**config.mk**
```make
export PLATFORM = sky130hd
export DESIGN_NAME = eth_tx_pkt_arbiter
export DESIGN_NICKNAME = d
export VERILOG_FILES = /design/src/rtl/eth_tx_pkg.sv /design/src/rtl/rr_arbiter.sv /design/src/rtl/eth_tx_pkt_arbiter.sv
export SDC_FILE = /design/constraint.sdc
export NUM_CORES = 1
export LEC_CHECK = 0
export ABC_AREA = 1
export CAP_MARGIN = 20
export CORE_UTILIZATION = 45
export CTS_CLUSTER_DIAMETER = 80
export DETAILED_ROUTE_END_ITERATION = 10
export GPL_TIMING_DRIVEN = 0
export PLACE_DENSITY = 0.74
export SKIP_CTS_REPAIR_TIMING = 1
export SLEW_MARGIN = 20
export SYNTH_ARGS = -nofsm -noshare
export SYNTH_HDL_FRONTEND = slang
export SYNTH_SLANG_ARGS = --single-unit
```
**constraint.sdc**
```tcl
create_clock -name i_txmac_clk -period 2.3 [get_ports i_txmac_clk]
set_input_delay 0.575 -clock i_txmac_clk [delete_from_list [all_inputs] [get_ports i_txmac_clk]]
set_output_delay 0.575 -clock i_txmac_clk [all_outputs]
set_load 0.1 [all_outputs]
```
**src/rtl/eth_tx_pkg.sv**
```systemverilog
// Shared types and the round-robin selection helper for the TX packet arbiter.
package eth_tx_pkg;

    typedef enum logic [1:0] {
        ST_IDLE  = 2'd0,
        ST_XFER  = 2'd1,
        ST_FLUSH = 2'd2,
        ST_GAP   = 2'd3
    } arb_state_e;

    localparam int unsigned MAX_SRCS = 8;

    // Returns {found, index} of the first request at or after ptr, wrapping modulo n.
    function automatic logic [3:0] rr_select(input logic [MAX_SRCS-1:0] req,
                                             input int unsigned         ptr,
                                             input int unsigned         n);
        logic [2:0] idx;
        logic [2:0] sel;
        logic       found;
        sel   = 3'd0;
        found = 1'b0;
        for (int unsigned off = 0; off < MAX_SRCS; off++) begin
            if (off < n) begin
                idx = 3'((ptr + off) % n);
                if (!found && req[idx]) begin
                    sel   = idx;
                    found = 1'b1;
                end
            end
        end
        return {found, sel};
    endfunction

endpackage

```
**src/rtl/rr_arbiter.sv**
```systemverilog
// Combinational round-robin arbiter: one-hot grant to the first requester at or after ptr_i.
module rr_arbiter
    import eth_tx_pkg::*;
#(
    parameter int unsigned NUM_SRCS = 4
) (
    input  logic [0:NUM_SRCS-1]         req_i,
    input  logic [$clog2(NUM_SRCS)-1:0] ptr_i,
    output logic [0:NUM_SRCS-1]         gnt_o
);

    logic [MAX_SRCS-1:0] req_w;
    logic [3:0]          pick;

    always_comb begin
        req_w = '0;
        for (int i = 0; i < NUM_SRCS; i++) begin
            req_w[i] = req_i[i];
        end
        pick  = rr_select(req_w, 32'(ptr_i), NUM_SRCS);
        gnt_o = '0;
        for (int i = 0; i < NUM_SRCS; i++) begin
            gnt_o[i] = pick[3] && (pick[2:0] == 3'(i));
        end
    end

endmodule

```
**src/rtl/eth_tx_pkt_arbiter.sv**
```systemverilog
// Whole-packet round-robin arbiter merging per-source byte streams into one TX MAC stream,
// with oversize truncation/flush and a programmable inter-packet gap.
module eth_tx_pkt_arbiter
    import eth_tx_pkg::*;
#(
    parameter int unsigned NUM_SRCS      = 4,
    parameter int unsigned MAX_PKT_BYTES = 1518,
    parameter int unsigned IPG_CYCLES    = 12
) (
    input  logic                      i_txmac_clk,
    input  logic                      i_txmac_srst,
    input  logic [0:NUM_SRCS-1][7:0]  i_src_byte,
    input  logic [0:NUM_SRCS-1]       i_src_byte_vld,
    input  logic [0:NUM_SRCS-1]       i_src_last_byte,
    output logic [0:NUM_SRCS-1]       o_src_byte_rd,
    output logic [7:0]                o_byte,
    output logic                      o_byte_vld,
    output logic                      o_last_byte,
    input  logic                      i_byte_rd,
    output logic [0:NUM_SRCS-1]       o_grant,
    output logic                      o_busy,
    output logic                      o_oversize_error
);

    localparam int unsigned        PTR_W     = $clog2(NUM_SRCS);
    localparam int unsigned        CNT_W     = $clog2(MAX_PKT_BYTES + 1);
    localparam logic [CNT_W-1:0]   CNT_TRUNC = CNT_W'(MAX_PKT_BYTES - 1);
    localparam logic [7:0]         GAP_LAST  = 8'((IPG_CYCLES > 0) ? IPG_CYCLES - 1 : 0);
    localparam logic [PTR_W-1:0]   PTR_MAX   = PTR_W'(NUM_SRCS - 1);

    arb_state_e          state_q, state_d;
    logic [PTR_W-1:0]    rr_ptr_q, rr_ptr_d;
    logic [PTR_W-1:0]    gidx_q, gidx_d;
    logic [0:NUM_SRCS-1] grant_q, grant_d;
    logic [CNT_W-1:0]    cnt_q, cnt_d;
    logic [7:0]          gap_q, gap_d;
    logic                ovf_q, ovf_d;

    logic [0:NUM_SRCS-1] arb_gnt;
    logic [PTR_W-1:0]    arb_idx;
    logic [PTR_W-1:0]    ptr_next;
    logic [0:NUM_SRCS-1] rd_w;
    logic                vld_w, last_w;
    logic [7:0]          g_byte;
    logic                g_vld, g_last;

    rr_arbiter #(
        .NUM_SRCS (NUM_SRCS)
    ) u_rr (
        .req_i (i_src_byte_vld),
        .ptr_i (rr_ptr_q),
        .gnt_o (arb_gnt)
    );

    always_comb begin
        arb_idx = '0;
        for (int i = 0; i < NUM_SRCS; i++) begin
            if (arb_gnt[i]) arb_idx = PTR_W'(i);
        end
    end

    assign ptr_next = (gidx_q == PTR_MAX) ? '0 : gidx_q + PTR_W'(1);
    assign g_byte   = i_src_byte[gidx_q];
    assign g_vld    = i_src_byte_vld[gidx_q];
    assign g_last   = i_src_last_byte[gidx_q];

    always_comb begin
        state_d  = state_q;
        rr_ptr_d = rr_ptr_q;
        gidx_d   = gidx_q;
        grant_d  = grant_q;
        cnt_d    = cnt_q;
        gap_d    = gap_q;
        ovf_d    = 1'b0;
        rd_w     = '0;
        vld_w    = 1'b0;
        last_w   = 1'b0;
        case (state_q)
            ST_IDLE: begin
                if (|i_src_byte_vld) begin
                    grant_d = arb_gnt;
                    gidx_d  = arb_idx;
                    cnt_d   = '0;
                    state_d = ST_XFER;
                end
            end
            ST_XFER: begin
                vld_w        = g_vld;
                last_w       = g_last || (cnt_q == CNT_TRUNC);
                rd_w[gidx_q] = i_byte_rd && g_vld;
                if (g_vld && i_byte_rd) begin
                    cnt_d = cnt_q + CNT_W'(1);
                    if (g_last) begin
                        rr_ptr_d = ptr_next;
                        grant_d  = '0;
                        gap_d    = '0;
                        state_d  = (IPG_CYCLES == 0) ? ST_IDLE : ST_GAP;
                    end else if (cnt_q == CNT_TRUNC) begin
                        ovf_d   = 1'b1;
                        state_d = ST_FLUSH;
                    end
                end
            end
            ST_FLUSH: begin
                // Discard the remainder of the truncated packet up to its own last byte.
                rd_w[gidx_q] = g_vld;
                if (g_vld && g_last) begin
                    rr_ptr_d = ptr_next;
                    grant_d  = '0;
                    gap_d    = '0;
                    state_d  = (IPG_CYCLES == 0) ? ST_IDLE : ST_GAP;
                end
            end
            ST_GAP: begin
                if (gap_q == GAP_LAST) state_d = ST_IDLE;
                else                   gap_d   = gap_q + 8'd1;
            end
            default: state_d = ST_IDLE;
        endcase
    end

    always_ff @(posedge i_txmac_clk) begin
        if (i_txmac_srst) begin
            state_q  <= ST_IDLE;
            rr_ptr_q <= '0;
            gidx_q   <= '0;
            grant_q  <= '0;
            cnt_q    <= '0;
            gap_q    <= '0;
            ovf_q    <= 1'b0;
        end else begin
            state_q  <= state_d;
            rr_ptr_q <= rr_ptr_d;
            gidx_q   <= gidx_d;
            grant_q  <= grant_d;
            cnt_q    <= cnt_d;
            gap_q    <= gap_d;
            ovf_q    <= ovf_d;
        end
    end

    // Outputs are forced to their idle values for the whole reset cycle, not only after the edge.
    assign o_src_byte_rd    = i_txmac_srst ? '0 : rd_w;
    assign o_byte_vld       = !i_txmac_srst && vld_w;
    assign o_last_byte      = !i_txmac_srst && last_w;
    assign o_byte           = g_byte;
    assign o_grant          = i_txmac_srst ? '0 : grant_q;
    assign o_busy           = !i_txmac_srst && (state_q != ST_IDLE);
    assign o_oversize_error = !i_txmac_srst && ovf_q;

endmodule

```
==> results of run 1 <==
==> power groups by stage <==
stage,combinational [mW],sequential [mW],clock [mW]
after CTS,3.42,0.671,0.548
after global routing,3.92,0.696,0.575
final,3.67,0.685,0.537
after detailed placement,3.41,0.682,0
after floorplan,2.75,0.665,0
after global placement,3.39,0.679,0
==> state kept, by name, summed over array words and instances (netlist names) <==
signal,count
gap_q,8
grant_q,4
gidx_q,2
rr_ptr_q,2
cnt_q,11
ovf_q,1
state_q,2
==> worst paths after layout <==
| check | start | slack [ns] | cells after the start | end |
|---|---|---|---|---|
| max reg2reg | gidx_q[0]$_SDFFE_PP0P_ | 0.60 | 15 | rr_ptr_q[0]$_SDFFE_PP0P_ |
| max | i_src_byte_vld[2] | 0.03 | 8 | o_src_byte_rd[3] |
| min | cnt_q[6]$_SDFFE_PP0P_ | 0.50 | 2 | cnt_q[6]$_SDFFE_PP0P_ |
| min reg2reg | cnt_q[6]$_SDFFE_PP0P_ | 0.50 | 2 | cnt_q[6]$_SDFFE_PP0P_ |
==> cell usage after synthesis, types with 6 or more instances <==
cell type	count
xor2_1	9
clkbuf_1	6
a21oi_1	17
inv_1	33
nand3_1	29
nand2_1	116
nand2_2	10
a21oi_2	6
dfxtp_1	30
o21ai_0	25
o22ai_1	10
ha_1	12
nor2_1	60
==> logic make-up (layout without fill, tap and decap cells) <==
group                      Yosys count  after routing  share of synthesized area [%]
and+or+nand+nor                    242            242                           42.5
AOI/OAI and AO/OA                   64             64                           14.7
buffers and inverters               52            127                           9.00
DFF                                 30             30                           23.5
xor gates and xnor gates            13             13                           4.45
adders and majority gates           12             12                           5.87
==> worst register-to-register path, delay by kind of cell, from the launching register on <==
| kind | cells | cell delay [ns] |
|---|---|---|
| AOI/OAI and AO/OA | 1 | 0.07 |
| DFF | 1 | 0.43 |
| buffers and inverters | 4 | 0.40 |
| and+or+nand+nor | 10 | 0.71 |
==> final cells by class <==
type | count | share of cell area, %
Multi-Input combinational cell | 331 | 52.1
Buffer | 13 | 3.06
Tap cell | 72 | 2.37
Clock inverter | 2 | 0.986
Timing Repair Buffer | 67 | 19.3
Inverter | 39 | 4.17
Sequential cell | 30 | 16.0
Clock buffer | 6 | 1.91
==> placed cells by master, fill, tap and decap left out, types with 8 or more instances in the layout <==
cell,n
inv_1,32
nand2_4,8
o22ai_4,8
a21oi_1,17
buf_4,12
clkbuf_4,8
dlymetal6s2s_1,13
nand2_2,10
nand3_1,27
dfxtp_1,24
nand2_1,112
clkdlybuf4s50_1,32
nor2_1,53
o21ai_0,24
ha_1,10
xor2_1,9
==> stage by stage <==
stage | total power, mW | std cells | hold WS [ns]
detailed placement | 4.09 | 547 | 0.487
global placement | 4.07 | 547 | 0.470
CTS | 4.64 | 555 | 0.497
global route | 5.19 | 560 | 0.506
floorplan | 3.41 | 413 | 0.456
finish | 4.89 | 560 | 0.497
==> routing by layer <==
metal  vias up  share of wire, %  track usage, %
met4         0              0.61            3.96
met1      1295                48            32.1
met5         -                 0               0
met2        69                47            40.8
li1       1482                 -               -
met3         6               4.1            3.88
==> flow_results.xml, run 1 <==
<?xml version="1.0" encoding="UTF-8"?>
<metrics>
  <group name="yosys">
    <metric name="netlist_instances" unit="">413</metric>
    <metric name="ys_seq_area_share" unit="%">23.5</metric>
    <metric name="syn_area" unit="um2">2560</metric>
    <metric name="synth_edf_count" unit="">0</metric>
    <metric name="syn_nets" unit="">468</metric>
    <metric name="postSynthRegisterBits" unit="">30</metric>
    <metric name="yosys_warnings" unit="">0</metric>
    <metric name="yosys-top-cells-area" unit="">dfxtp_1, nand2_1, nor2_1</metric>
    <metric name="synth_top_flop_cell" unit="">dfxtp_1</metric>
    <metric name="synthDominantAreaCellType" unit="">dfxtp_1</metric>
    <metric name="syn_area_per_cell" unit="um2">6.20</metric>
    <metric name="postSynth.asyncResetShare" unit="%">0</metric>
    <metric name="synth_cell_type_count" unit="">36</metric>
    <metric name="yosysTopAreaCellShare" unit="%">23.5</metric>
  </group>
  <group name="sta">
    <metric name="maxSlewViolCount" unit="">0</metric>
    <metric name="setup_ws" unit="ns">0.0310</metric>
    <metric name="finalSetupTns" unit="ns">0</metric>
    <metric name="final.setup_skew" unit="ns">0.00688</metric>
    <metric name="timing.max_slew.rel_slack" unit="%">35.6</metric>
    <metric name="fin_crit" unit="ns">2.27</metric>
    <metric name="worst_pin_slew" unit="ns">0.964</metric>
    <metric name="setup_viol" unit="">0</metric>
    <metric name="final_hold_viol_count" unit="">0</metric>
    <metric name="max_freq" unit="MHz">441</metric>
    <metric name="share_of_the_cycle_needed_by_the_critical_path_after_routing" unit="%">98.7</metric>
  </group>
  <group name="die">
    <metric name="area_of_the_core_region" unit="um2">5510</metric>
    <metric name="site_rows" unit="">27</metric>
    <metric name="die_y" unit="um">77.4</metric>
    <metric name="start_util" unit="%">46.5</metric>
    <metric name="io_pins" unit="">63</metric>
    <metric name="design.die.area" unit="um2">5990</metric>
    <metric name="fp.dieW" unit="um">77.4</metric>
  </group>
  <group name="clock_network">
    <metric name="clock_tree.htree_level_count" unit="">2</metric>
    <metric name="numCtsBuffers" unit="">5</metric>
    <metric name="cts_tree" unit="">done</metric>
    <metric name="worst_skew_pair.late_latency" unit="ns">0.28</metric>
    <metric name="cts.path.max_buffers" unit="">2</metric>
    <metric name="cts.root.buffer_cell" unit="">clkbuf_8</metric>
    <metric name="cts.sinks" unit="">30</metric>
    <metric name="clock_transition_at_the_register_clock_pins_on_the_worst_setup_and_hold_paths_after_cts" unit="ns">0.07</metric>
  </group>
  <group name="setup_path">
    <metric name="arrival" unit="ns">1.69</metric>
    <metric name="worst_setup_path_end_kind" unit="">primary output</metric>
    <metric name="cp_top_family" unit="">simple AND/OR/NAND/NOR gates</metric>
    <metric name="worstPathCellList" unit="">dlymetal6s2s_1 &gt; nand2_4 &gt; nand2_1 &gt; nand2_1 &gt; nand2_2 &gt; o21ai_4 &gt; nor3b_4 &gt; buf_8</metric>
    <metric name="critPathLaunchType" unit="">input port</metric>
    <metric name="required_worst_endpoint" unit="ns">1.73</metric>
    <metric name="crit_slowest_cell" unit="">nor3b_4</metric>
    <metric name="critical_path_buf_inv_count" unit="">2</metric>
    <metric name="path_common_cell" unit="">nand2_1</metric>
    <metric name="crit_path_max_incr_delay" unit="ns">0.24</metric>
    <metric name="crit_fanout" unit="">4</metric>
    <metric name="crit_type" unit="">input port to primary output</metric>
  </group>
  <group name="final_layout">
    <metric name="finalNetCount" unit="">542</metric>
    <metric name="fillers" unit="">461</metric>
    <metric name="synthToLayoutAreaGrowth" unit="%">48.8</metric>
    <metric name="post-route-util" unit="%">69.1</metric>
    <metric name="finish.instance_area" unit="um2">3810</metric>
    <metric name="register_area" unit="um2">611</metric>
    <metric name="ant_diodes" unit="">0</metric>
    <metric name="total_area_of_multi_input_combinational_cells" unit="um2">1980</metric>
    <metric name="fraction_of_final_layout_cells_with_drive_strength_greater_than_1" unit="%">22.5</metric>
  </group>
  <group name="global_routing">
    <metric name="vias_in_the_first_global_route" unit="">2611</metric>
    <metric name="wire_length_of_the_first_global_routing_pass" unit="um">11800</metric>
    <metric name="grt_remaining_overflow" unit="">0</metric>
    <metric name="antenna_found_initial" unit="">0</metric>
    <metric name="grt_max_degree" unit="">12</metric>
    <metric name="grt_use_total" unit="%">24.0</metric>
  </group>
  <group name="power_and_ir_drop">
    <metric name="power.density" unit="nW/um2">1290</metric>
    <metric name="pwr-share-clk" unit="%">11.0</metric>
    <metric name="combPwrFrac" unit="%">75.0</metric>
    <metric name="vdd_drop_max" unit="uV">1040</metric>
    <metric name="cellLeakagePower" unit="nW">1.71</metric>
    <metric name="intPower" unit="mW">2.11</metric>
    <metric name="power.switching_fraction" unit="%">57.0</metric>
    <metric name="seqPwrFrac" unit="%">14.0</metric>
    <metric name="power_switching" unit="mW">2.79</metric>
  </group>
  <group name="place">
    <metric name="pre_cts_ws" unit="ns">-1.64</metric>
    <metric name="port-buffer-count" unit="">62</metric>
    <metric name="hpwl" unit="um">5240</metric>
    <metric name="post_dp_cell_area" unit="um2">3500</metric>
    <metric name="gp_routability_congestion" unit="">0.883</metric>
  </group>
  <group name="detailed_routing">
    <metric name="drt_iter0_markers" unit="">174</metric>
    <metric name="drt-wirelength-per-cell" unit="um">13.0</metric>
    <metric name="wirelength" unit="um">7270</metric>
    <metric name="via_total_after_detailed_routing" unit="">2852</metric>
    <metric name="viasPerCell" unit="">5.09</metric>
    <metric name="ant_nets" unit="">0</metric>
    <metric name="drc" unit="">0</metric>
    <metric name="drt_first_pass_iters" unit="">4</metric>
  </group>
  <group name="worst_hold_path">
    <metric name="min_delay_worst_type" unit="">flop to flop</metric>
  </group>
  <group name="job">
    <metric name="timing.max_cap.violations" unit="">0</metric>
  </group>
  <group name="outcome">
    <metric name="status" unit="">complete, no violations</metric>
  </group>
</metrics>
(Power assumes the default switching activity.)
==> inputs of run 2 (changes only) <==
--- a/config.mk
+++ b/config.mk
@@ -11,9 +11,10 @@
 export CTS_CLUSTER_DIAMETER = 80
 export DETAILED_ROUTE_END_ITERATION = 10
 export GPL_TIMING_DRIVEN = 0
-export PLACE_DENSITY = 0.74
+export PLACE_DENSITY = 0.73
 export SKIP_CTS_REPAIR_TIMING = 1
 export SLEW_MARGIN = 20
 export SYNTH_ARGS = -nofsm -noshare
 export SYNTH_HDL_FRONTEND = slang
+export SYNTH_HIERARCHICAL = 1
 export SYNTH_SLANG_ARGS = --single-unit
==> run 2 against run 1 <==
Effect of this change:
- clock-buffer cell count unchanged
- wire length rose by 5.3%
- sequential power grew 3.1%
- critical path type unchanged
- largest cell class unchanged
==> flow_results.xml, run 2 <==
<?xml version="1.0" encoding="UTF-8"?>
<metrics>
  <group name="final_layout">
    <metric name="finalNetCount" unit="">566</metric>
    <metric name="total_area_of_multi_input_combinational_cells" unit="um2">2000</metric>
    <metric name="registers.top_by_ff_count" unit="">cnt_q</metric>
    <metric name="mostFrequentLayoutCell" unit="">nand2_1</metric>
    <metric name="final_cell_mix" unit="">nand2_1, nor2_1, inv_1</metric>
    <metric name="fraction_of_final_layout_cells_with_drive_strength_greater_than_1" unit="%">21.1</metric>
    <metric name="ant_diodes" unit="">0</metric>
    <metric name="register_area" unit="um2">607</metric>
    <metric name="top_regs" unit="">cnt_q (11), gap_q (8), grant_q (4)</metric>
    <metric name="synthToLayoutAreaGrowth" unit="%">44.4</metric>
    <metric name="fillers" unit="">507</metric>
    <metric name="largest_register_ff_count" unit="">11</metric>
  </group>
  <group name="clock_network">
    <metric name="numCtsBuffers" unit="">5</metric>
    <metric name="cts_tree" unit="">done</metric>
    <metric name="cts.path.max_buffers" unit="">2</metric>
    <metric name="cts.root.buffer_cell" unit="">clkbuf_8</metric>
    <metric name="worst_skew_pair.late_latency" unit="ns">0.29</metric>
    <metric name="cts.sinks" unit="">30</metric>
    <metric name="clock_tree.htree_level_count" unit="">2</metric>
    <metric name="clock_transition_at_the_register_clock_pins_on_the_worst_setup_and_hold_paths_after_cts" unit="ns">0.06</metric>
  </group>
  <group name="yosys">
    <metric name="yosys-top-cells-area" unit="">dfxtp_1, nand2_1, nor2_1</metric>
    <metric name="synth_top_flop_cell" unit="">dfxtp_1</metric>
    <metric name="syn_area" unit="um2">2650</metric>
    <metric name="synth_cell_type_count" unit="">39</metric>
    <metric name="yosys_warnings" unit="">6</metric>
    <metric name="synth_edf_count" unit="">0</metric>
    <metric name="syn_area_per_cell" unit="um2">5.99</metric>
    <metric name="netlist_instances" unit="">442</metric>
    <metric name="ys_seq_area_share" unit="%">22.7</metric>
    <metric name="yosys-top-cells-count" unit="">nand2_1, nor2_1, inv_1</metric>
    <metric name="yosysTopAreaCellShare" unit="%">22.7</metric>
    <metric name="postSynth.asyncResetShare" unit="%">0</metric>
    <metric name="syn_nets" unit="">496</metric>
    <metric name="synthDominantAreaCellType" unit="">dfxtp_1</metric>
    <metric name="postSynthRegisterBits" unit="">30</metric>
    <metric name="yosysMostFrequentCell" unit="">nand2_1</metric>
  </group>
  <group name="detailed_routing">
    <metric name="drt_iter0_markers" unit="">99</metric>
    <metric name="drt-wirelength-per-cell" unit="um">13.1</metric>
    <metric name="via_total_after_detailed_routing" unit="">3019</metric>
    <metric name="viasPerCell" unit="">5.17</metric>
    <metric name="drc" unit="">0</metric>
    <metric name="ant_nets" unit="">0</metric>
    <metric name="wirelength" unit="um">7650</metric>
    <metric name="drt_first_pass_iters" unit="">4</metric>
  </group>
  <group name="die">
    <metric name="design.die.area" unit="um2">6200</metric>
    <metric name="io_pins" unit="">63</metric>
    <metric name="area_of_the_core_region" unit="um2">5570</metric>
    <metric name="fp.dieW" unit="um">78.7</metric>
    <metric name="die_y" unit="um">78.7</metric>
    <metric name="start_util" unit="%">47.5</metric>
    <metric name="site_rows" unit="">27</metric>
  </group>
  <group name="global_routing">
    <metric name="vias_in_the_first_global_route" unit="">2886</metric>
    <metric name="grt_use_total" unit="%">25.8</metric>
    <metric name="grt_max_degree" unit="">12</metric>
    <metric name="grt_remaining_overflow" unit="">0</metric>
    <metric name="wire_length_of_the_first_global_routing_pass" unit="um">13000</metric>
    <metric name="antenna_found_initial" unit="">0</metric>
  </group>
  <group name="setup_path">
    <metric name="critPathLaunchType" unit="">input port</metric>
    <metric name="arrival" unit="ns">1.69</metric>
    <metric name="required_worst_endpoint" unit="ns">1.73</metric>
    <metric name="crit_fanout" unit="">6</metric>
    <metric name="worst_setup_path_end_kind" unit="">primary output</metric>
    <metric name="crit_type" unit="">input port to primary output</metric>
  </group>
  <group name="place">
    <metric name="port-buffer-count" unit="">62</metric>
    <metric name="gp_routability_congestion" unit="">0.811</metric>
    <metric name="hpwl" unit="um">5680</metric>
  </group>
  <group name="power_and_ir_drop">
    <metric name="final_total_pwr" unit="mW">4.50</metric>
    <metric name="power.density" unit="nW/um2">1180</metric>
    <metric name="vdd_drop_max" unit="uV">726</metric>
    <metric name="cellLeakagePower" unit="nW">1.72</metric>
  </group>
  <group name="sta">
    <metric name="final_hold_viol_count" unit="">0</metric>
    <metric name="fin_crit" unit="ns">2.27</metric>
    <metric name="setup_viol" unit="">0</metric>
    <metric name="finalSetupTns" unit="ns">0</metric>
    <metric name="maxSlewViolCount" unit="">0</metric>
    <metric name="max_freq" unit="MHz">441</metric>
    <metric name="share_of_the_cycle_needed_by_the_critical_path_after_routing" unit="%">98.7</metric>
    <metric name="final.setup_skew" unit="ns">0.00768</metric>
    <metric name="grt_setup_unrepaired" unit="">yes</metric>
    <metric name="worst_pin_slew" unit="ns">0.965</metric>
    <metric name="hold_slack" unit="ns">0.506</metric>
    <metric name="timing.max_slew.rel_slack" unit="%">35.6</metric>
  </group>
  <group name="job">
    <metric name="timing.max_cap.violations" unit="">0</metric>
  </group>
  <group name="outcome">
    <metric name="status" unit="">complete, no violations</metric>
  </group>
  <group name="worst_hold_path">
    <metric name="min_delay_worst_type" unit="">flop to flop</metric>
  </group>
</metrics>
[run 2: changes by cell type in the layout (fill, tap and decap cells not counted), sizes merged, moves of 5 or more]
| cell | delta |
|---|---|
| dlymetal6s2s | -8 |
| inv | +22 |
| nand4 | +5 |
| nand3 | +7 |
| xor2 | -8 |
[run 2: cells by family (layout without fill, tap and decap cells)]
kind of cell | count (synthesis) | after routing | share of synthesized area [%]
xor gates and xnor gates | 2 | 2 | 0.661
buffers and inverters | 72 | 142 | 11.6
adders and majority gates | 11 | 11 | 5.20
DFF | 30 | 30 | 22.7
and+or+nand+nor | 255 | 255 | 44.7
AOI/OAI and AO/OA | 72 | 72 | 15.2
[run 2: layer usage]
metal	track usage [%]	vias to the layer above	wire, um	share of wire, %
li1	-	1571	-	-
met1	32.3	1383	3450	45
met2	45.3	57	3790	49
met3	4.25	8	327	4.3
met4	7.22	0	84	1.1
met5	0	-	0	0
[run 2: final cells by class]
| type | count | area share, % |
|---|---|---|
| clock buffer | 6 | 2.16 |
| tap | 72 | 2.36 |
| buffer | 12 | 2.88 |
| inverter | 60 | 6.05 |
| timing repair buffer | 63 | 17.7 |
| multi-input combinational | 340 | 52.2 |
| sequential | 30 | 15.9 |
| clock inverter | 1 | 0.785 |
[run 2: critical path: stages]
cell and delay, ns:
clkbuf_2 0.18, nor2_2 0.18, dlymetal6s2s_1 0.76
[run 2: power breakdown]
part,switching [mW],total (mW),internal (mW)
combinational,2.21,3.24,1.03
clock,0.200,0.546,0.346
sequential,0.0898,0.706,0.616
[run 2: metrics by stage]
stage	area, um2	setup WS (ns)	std cells	util (%)
2_1_floorplan	2870	-0.210	442	-
3_3_place_gp	3580	-1.53	576	64.3
3_5_place_dp	3580	-1.53	576	64.3
4_1_cts	3700	-1.53	583	66.3
5_1_grt	3820	-0.0362	584	68.6
6_report	3820	0.0306	584	68.6
[run 2: final timing paths]
kind	start	to	slack, ns	depth (start not counted)
worst min register to register	cnt_q[4]$_SDFFE_PP0P_	cnt_q[4]$_SDFFE_PP0P_	0.51	2
worst min-delay path	cnt_q[4]$_SDFFE_PP0P_	cnt_q[4]$_SDFFE_PP0P_	0.51	2
worst max-delay path	i_txmac_srst	o_grant[3]	0.03	3
worst max register to register	rr_ptr_q[1]$_SDFFE_PP0P_	gidx_q[0]$_SDFFE_PP0P_	0.43	13
==> inputs of run 3 (changes only) <==
--- a/config.mk
+++ b/config.mk
@@ -11,9 +11,8 @@
 export CTS_CLUSTER_DIAMETER = 80
 export DETAILED_ROUTE_END_ITERATION = 10
 export GPL_TIMING_DRIVEN = 0
-export PLACE_DENSITY = 0.73
+export PLACE_DENSITY_LB_ADDON = 0.05
 export SKIP_CTS_REPAIR_TIMING = 1
-export SLEW_MARGIN = 20
 export SYNTH_ARGS = -nofsm -noshare
 export SYNTH_HDL_FRONTEND = slang
 export SYNTH_HIERARCHICAL = 1
==> run 3 against run 2 <==
Effect of this change:
- global-route usage down 0.98 points
- final cell count up 1.4%
- critical endpoint is now o_src_byte_rd[3]
- total power down 0.65%
- clock power down 14%
- largest cell class unchanged
- clock skew down 0.0026 ns
- highest routed layer unchanged
- fmax about the same
- worst hold slack worse by 0.012 ns
==> flow_results.xml, run 3 (same netlist as run 2, synthesis figures left out) <==
<?xml version="1.0" encoding="UTF-8"?>
<metrics>
  <group name="outcome">
    <metric name="status" unit="">complete, no violations</metric>
  </group>
  <group name="detailed_routing">
    <metric name="drt-wirelength-per-cell" unit="um">12.7</metric>
    <metric name="ant_nets" unit="">0</metric>
    <metric name="wirelength" unit="um">7490</metric>
    <metric name="drc" unit="">0</metric>
    <metric name="via_total_after_detailed_routing" unit="">3071</metric>
    <metric name="drt_iter0_markers" unit="">161</metric>
    <metric name="drt_first_pass_iters" unit="">4</metric>
    <metric name="viasPerCell" unit="">5.19</metric>
  </group>
  <group name="final_layout">
    <metric name="fillers" unit="">499</metric>
    <metric name="synthToLayoutAreaGrowth" unit="%">46.6</metric>
    <metric name="largest_register_ff_count" unit="">11</metric>
    <metric name="mostFrequentLayoutCell" unit="">nand2_1</metric>
    <metric name="ant_diodes" unit="">0</metric>
    <metric name="top_regs" unit="">cnt_q (11), gap_q (8), grant_q (4)</metric>
    <metric name="fraction_of_final_layout_cells_with_drive_strength_greater_than_1" unit="%">23.3</metric>
    <metric name="registers.top_by_ff_count" unit="">cnt_q</metric>
    <metric name="finalNetCount" unit="">573</metric>
    <metric name="final_cell_mix" unit="">nand2_1, nor2_1, inv_1</metric>
  </group>
  <group name="sta">
    <metric name="hold_slack" unit="ns">0.494</metric>
    <metric name="worst_pin_slew" unit="ns">0.965</metric>
    <metric name="max_freq" unit="MHz">441</metric>
    <metric name="final_hold_viol_count" unit="">0</metric>
    <metric name="fin_crit" unit="ns">2.27</metric>
    <metric name="setup_viol" unit="">0</metric>
    <metric name="final.setup_skew" unit="ns">0.00504</metric>
    <metric name="setup_ws" unit="ns">0.0313</metric>
    <metric name="share_of_the_cycle_needed_by_the_critical_path_after_routing" unit="%">98.6</metric>
    <metric name="timing.max_slew.rel_slack" unit="%">35.5</metric>
    <metric name="finalSetupTns" unit="ns">0</metric>
    <metric name="maxSlewViolCount" unit="">0</metric>
  </group>
  <group name="clock_network">
    <metric name="numCtsBuffers" unit="">5</metric>
    <metric name="clock_tree.htree_level_count" unit="">2</metric>
    <metric name="cts_tree" unit="">done</metric>
    <metric name="cts.sinks" unit="">30</metric>
    <metric name="clock_transition_at_the_register_clock_pins_on_the_worst_setup_and_hold_paths_after_cts" unit="ns">0.07</metric>
    <metric name="cts.root.buffer_cell" unit="">clkbuf_8</metric>
    <metric name="cts.path.max_buffers" unit="">2</metric>
    <metric name="worst_skew_pair.late_latency" unit="ns">0.29</metric>
  </group>
  <group name="die">
    <metric name="die_y" unit="um">78.7</metric>
    <metric name="io_pins" unit="">63</metric>
    <metric name="design.die.area" unit="um2">6200</metric>
    <metric name="site_rows" unit="">27</metric>
    <metric name="start_util" unit="%">47.5</metric>
    <metric name="fp.dieW" unit="um">78.7</metric>
    <metric name="area_of_the_core_region" unit="um2">5570</metric>
  </group>
  <group name="setup_path">
    <metric name="crit_fanout" unit="">5</metric>
    <metric name="required_worst_endpoint" unit="ns">1.73</metric>
    <metric name="cp_top_family" unit="">buffers and inverters</metric>
    <metric name="crit_slowest_cell" unit="">dfxtp_2</metric>
    <metric name="worst_setup_path_end_kind" unit="">primary output</metric>
    <metric name="arrival" unit="ns">1.69</metric>
    <metric name="crit_type" unit="">flop to primary output</metric>
    <metric name="worstPathCellList" unit="">inv_1 &gt; ha_4 &gt; nand2_4 &gt; nor3b_4 &gt; buf_6</metric>
    <metric name="critPathLaunchType" unit="">flop</metric>
    <metric name="crit_path_max_incr_delay" unit="ns">0.38</metric>
    <metric name="critical_path_buf_inv_count" unit="">2</metric>
  </group>
  <group name="global_routing">
    <metric name="antenna_found_initial" unit="">0</metric>
    <metric name="vias_in_the_first_global_route" unit="">2758</metric>
    <metric name="grt_remaining_overflow" unit="">0</metric>
    <metric name="wire_length_of_the_first_global_routing_pass" unit="um">12400</metric>
    <metric name="grt_max_degree" unit="">12</metric>
    <metric name="grt_use_total" unit="%">24.8</metric>
  </group>
  <group name="place">
    <metric name="hpwl" unit="um">5480</metric>
    <metric name="gp_routability_congestion" unit="">0.842</metric>
    <metric name="port-buffer-count" unit="">62</metric>
    <metric name="pre_cts_ws" unit="ns">-1.54</metric>
  </group>
  <group name="power_and_ir_drop">
    <metric name="cellLeakagePower" unit="nW">1.76</metric>
    <metric name="power.density" unit="nW/um2">1150</metric>
    <metric name="final_total_pwr" unit="mW">4.47</metric>
    <metric name="vdd_drop_max" unit="uV">845</metric>
  </group>
  <group name="worst_hold_path">
    <metric name="min_delay_worst_type" unit="">flop to flop</metric>
  </group>
  <group name="job">
    <metric name="timing.max_cap.violations" unit="">0</metric>
  </group>
</metrics>
-- run 3: cell count changes in the layout (fill, tap and decap cells not counted), moves of 2 or more --
cell / change
buf_4: +10
buf_6: -2
clkdlybuf4s50_1: -2
dlymetal6s2s_1: +3
ha_1: -2
ha_4: +2
inv_1: -2
inv_2: +2
-- run 3: area by class of cell --
type / count / area (um2) / area share, %
multi-input combinational: 340 / 2030 / 52.3
timing repair buffer: 70 / 724 / 18.7
sequential: 30 / 607 / 15.6
inverter: 60 / 231 / 5.96
buffer: 12 / 104 / 2.67
tap: 72 / 90.1 / 2.32
clock buffer: 6 / 82.6 / 2.13
clock inverter: 2 / 12.5 / 0.322
-- run 3: worst register-to-register path: stages (launching register included) --
cell and delay (ns):
dfxtp_1 0.39, buf_6 0.16, nand2_2 0.07, nand3_1 0.12, nand2_1 0.08, inv_1 0.10, nand3_1 0.07, nor2_1 0.08
nor2_1 0.06, nor2_1 0.18, inv_1 0.06, a211oi_1 0.28, a211oi_1 0.07
-- run 3: per-layer routing --
layer | vias to the layer above | global-route usage, % | share of wire [%]
met1 | 1406 | 31.8 | 45
met3 | 9 | 4.94 | 3.9
met5 | - | 0 | 0
met2 | 68 | 41.7 | 50
li1 | 1588 | - | -
met4 | 0 | 7.59 | 1.3
-- run 3: worst paths after layout --
kind                             from                endpoint  slack (ns)  depth (start not counted)
max           state_q[0]$_SDFFE_PP0P_        o_src_byte_rd[3]        0.03                          5
min             cnt_q[2]$_SDFFE_PP0P_   cnt_q[2]$_SDFFE_PP0P_        0.49                          2
max reg2reg  rr_ptr_q[0]$_SDFFE_PP0P_  gidx_q[0]$_SDFFE_PP0P_        0.47                         12
min reg2reg     cnt_q[2]$_SDFFE_PP0P_   cnt_q[2]$_SDFFE_PP0P_        0.49                          2
-- run 3: power by group --
part / total [mW] / switching (mW) / internal (mW)
sequential: 0.705 / 0.0887 / 0.616
combinational: 3.30 / 2.24 / 1.06
clock: 0.468 / 0.227 / 0.240
total: 4.47 / 2.55 / 1.92
-- run 3: metrics by stage --
step | cells | area [um2] | util (%)
after floorplan | 442 | 2870 | -
after global placement | 576 | 3580 | 64.3
after detailed placement | 576 | 3580 | 64.3
after CTS | 584 | 3680 | 66.0
after global routing | 592 | 3880 | 69.7
final | 592 | 3880 | 69.7
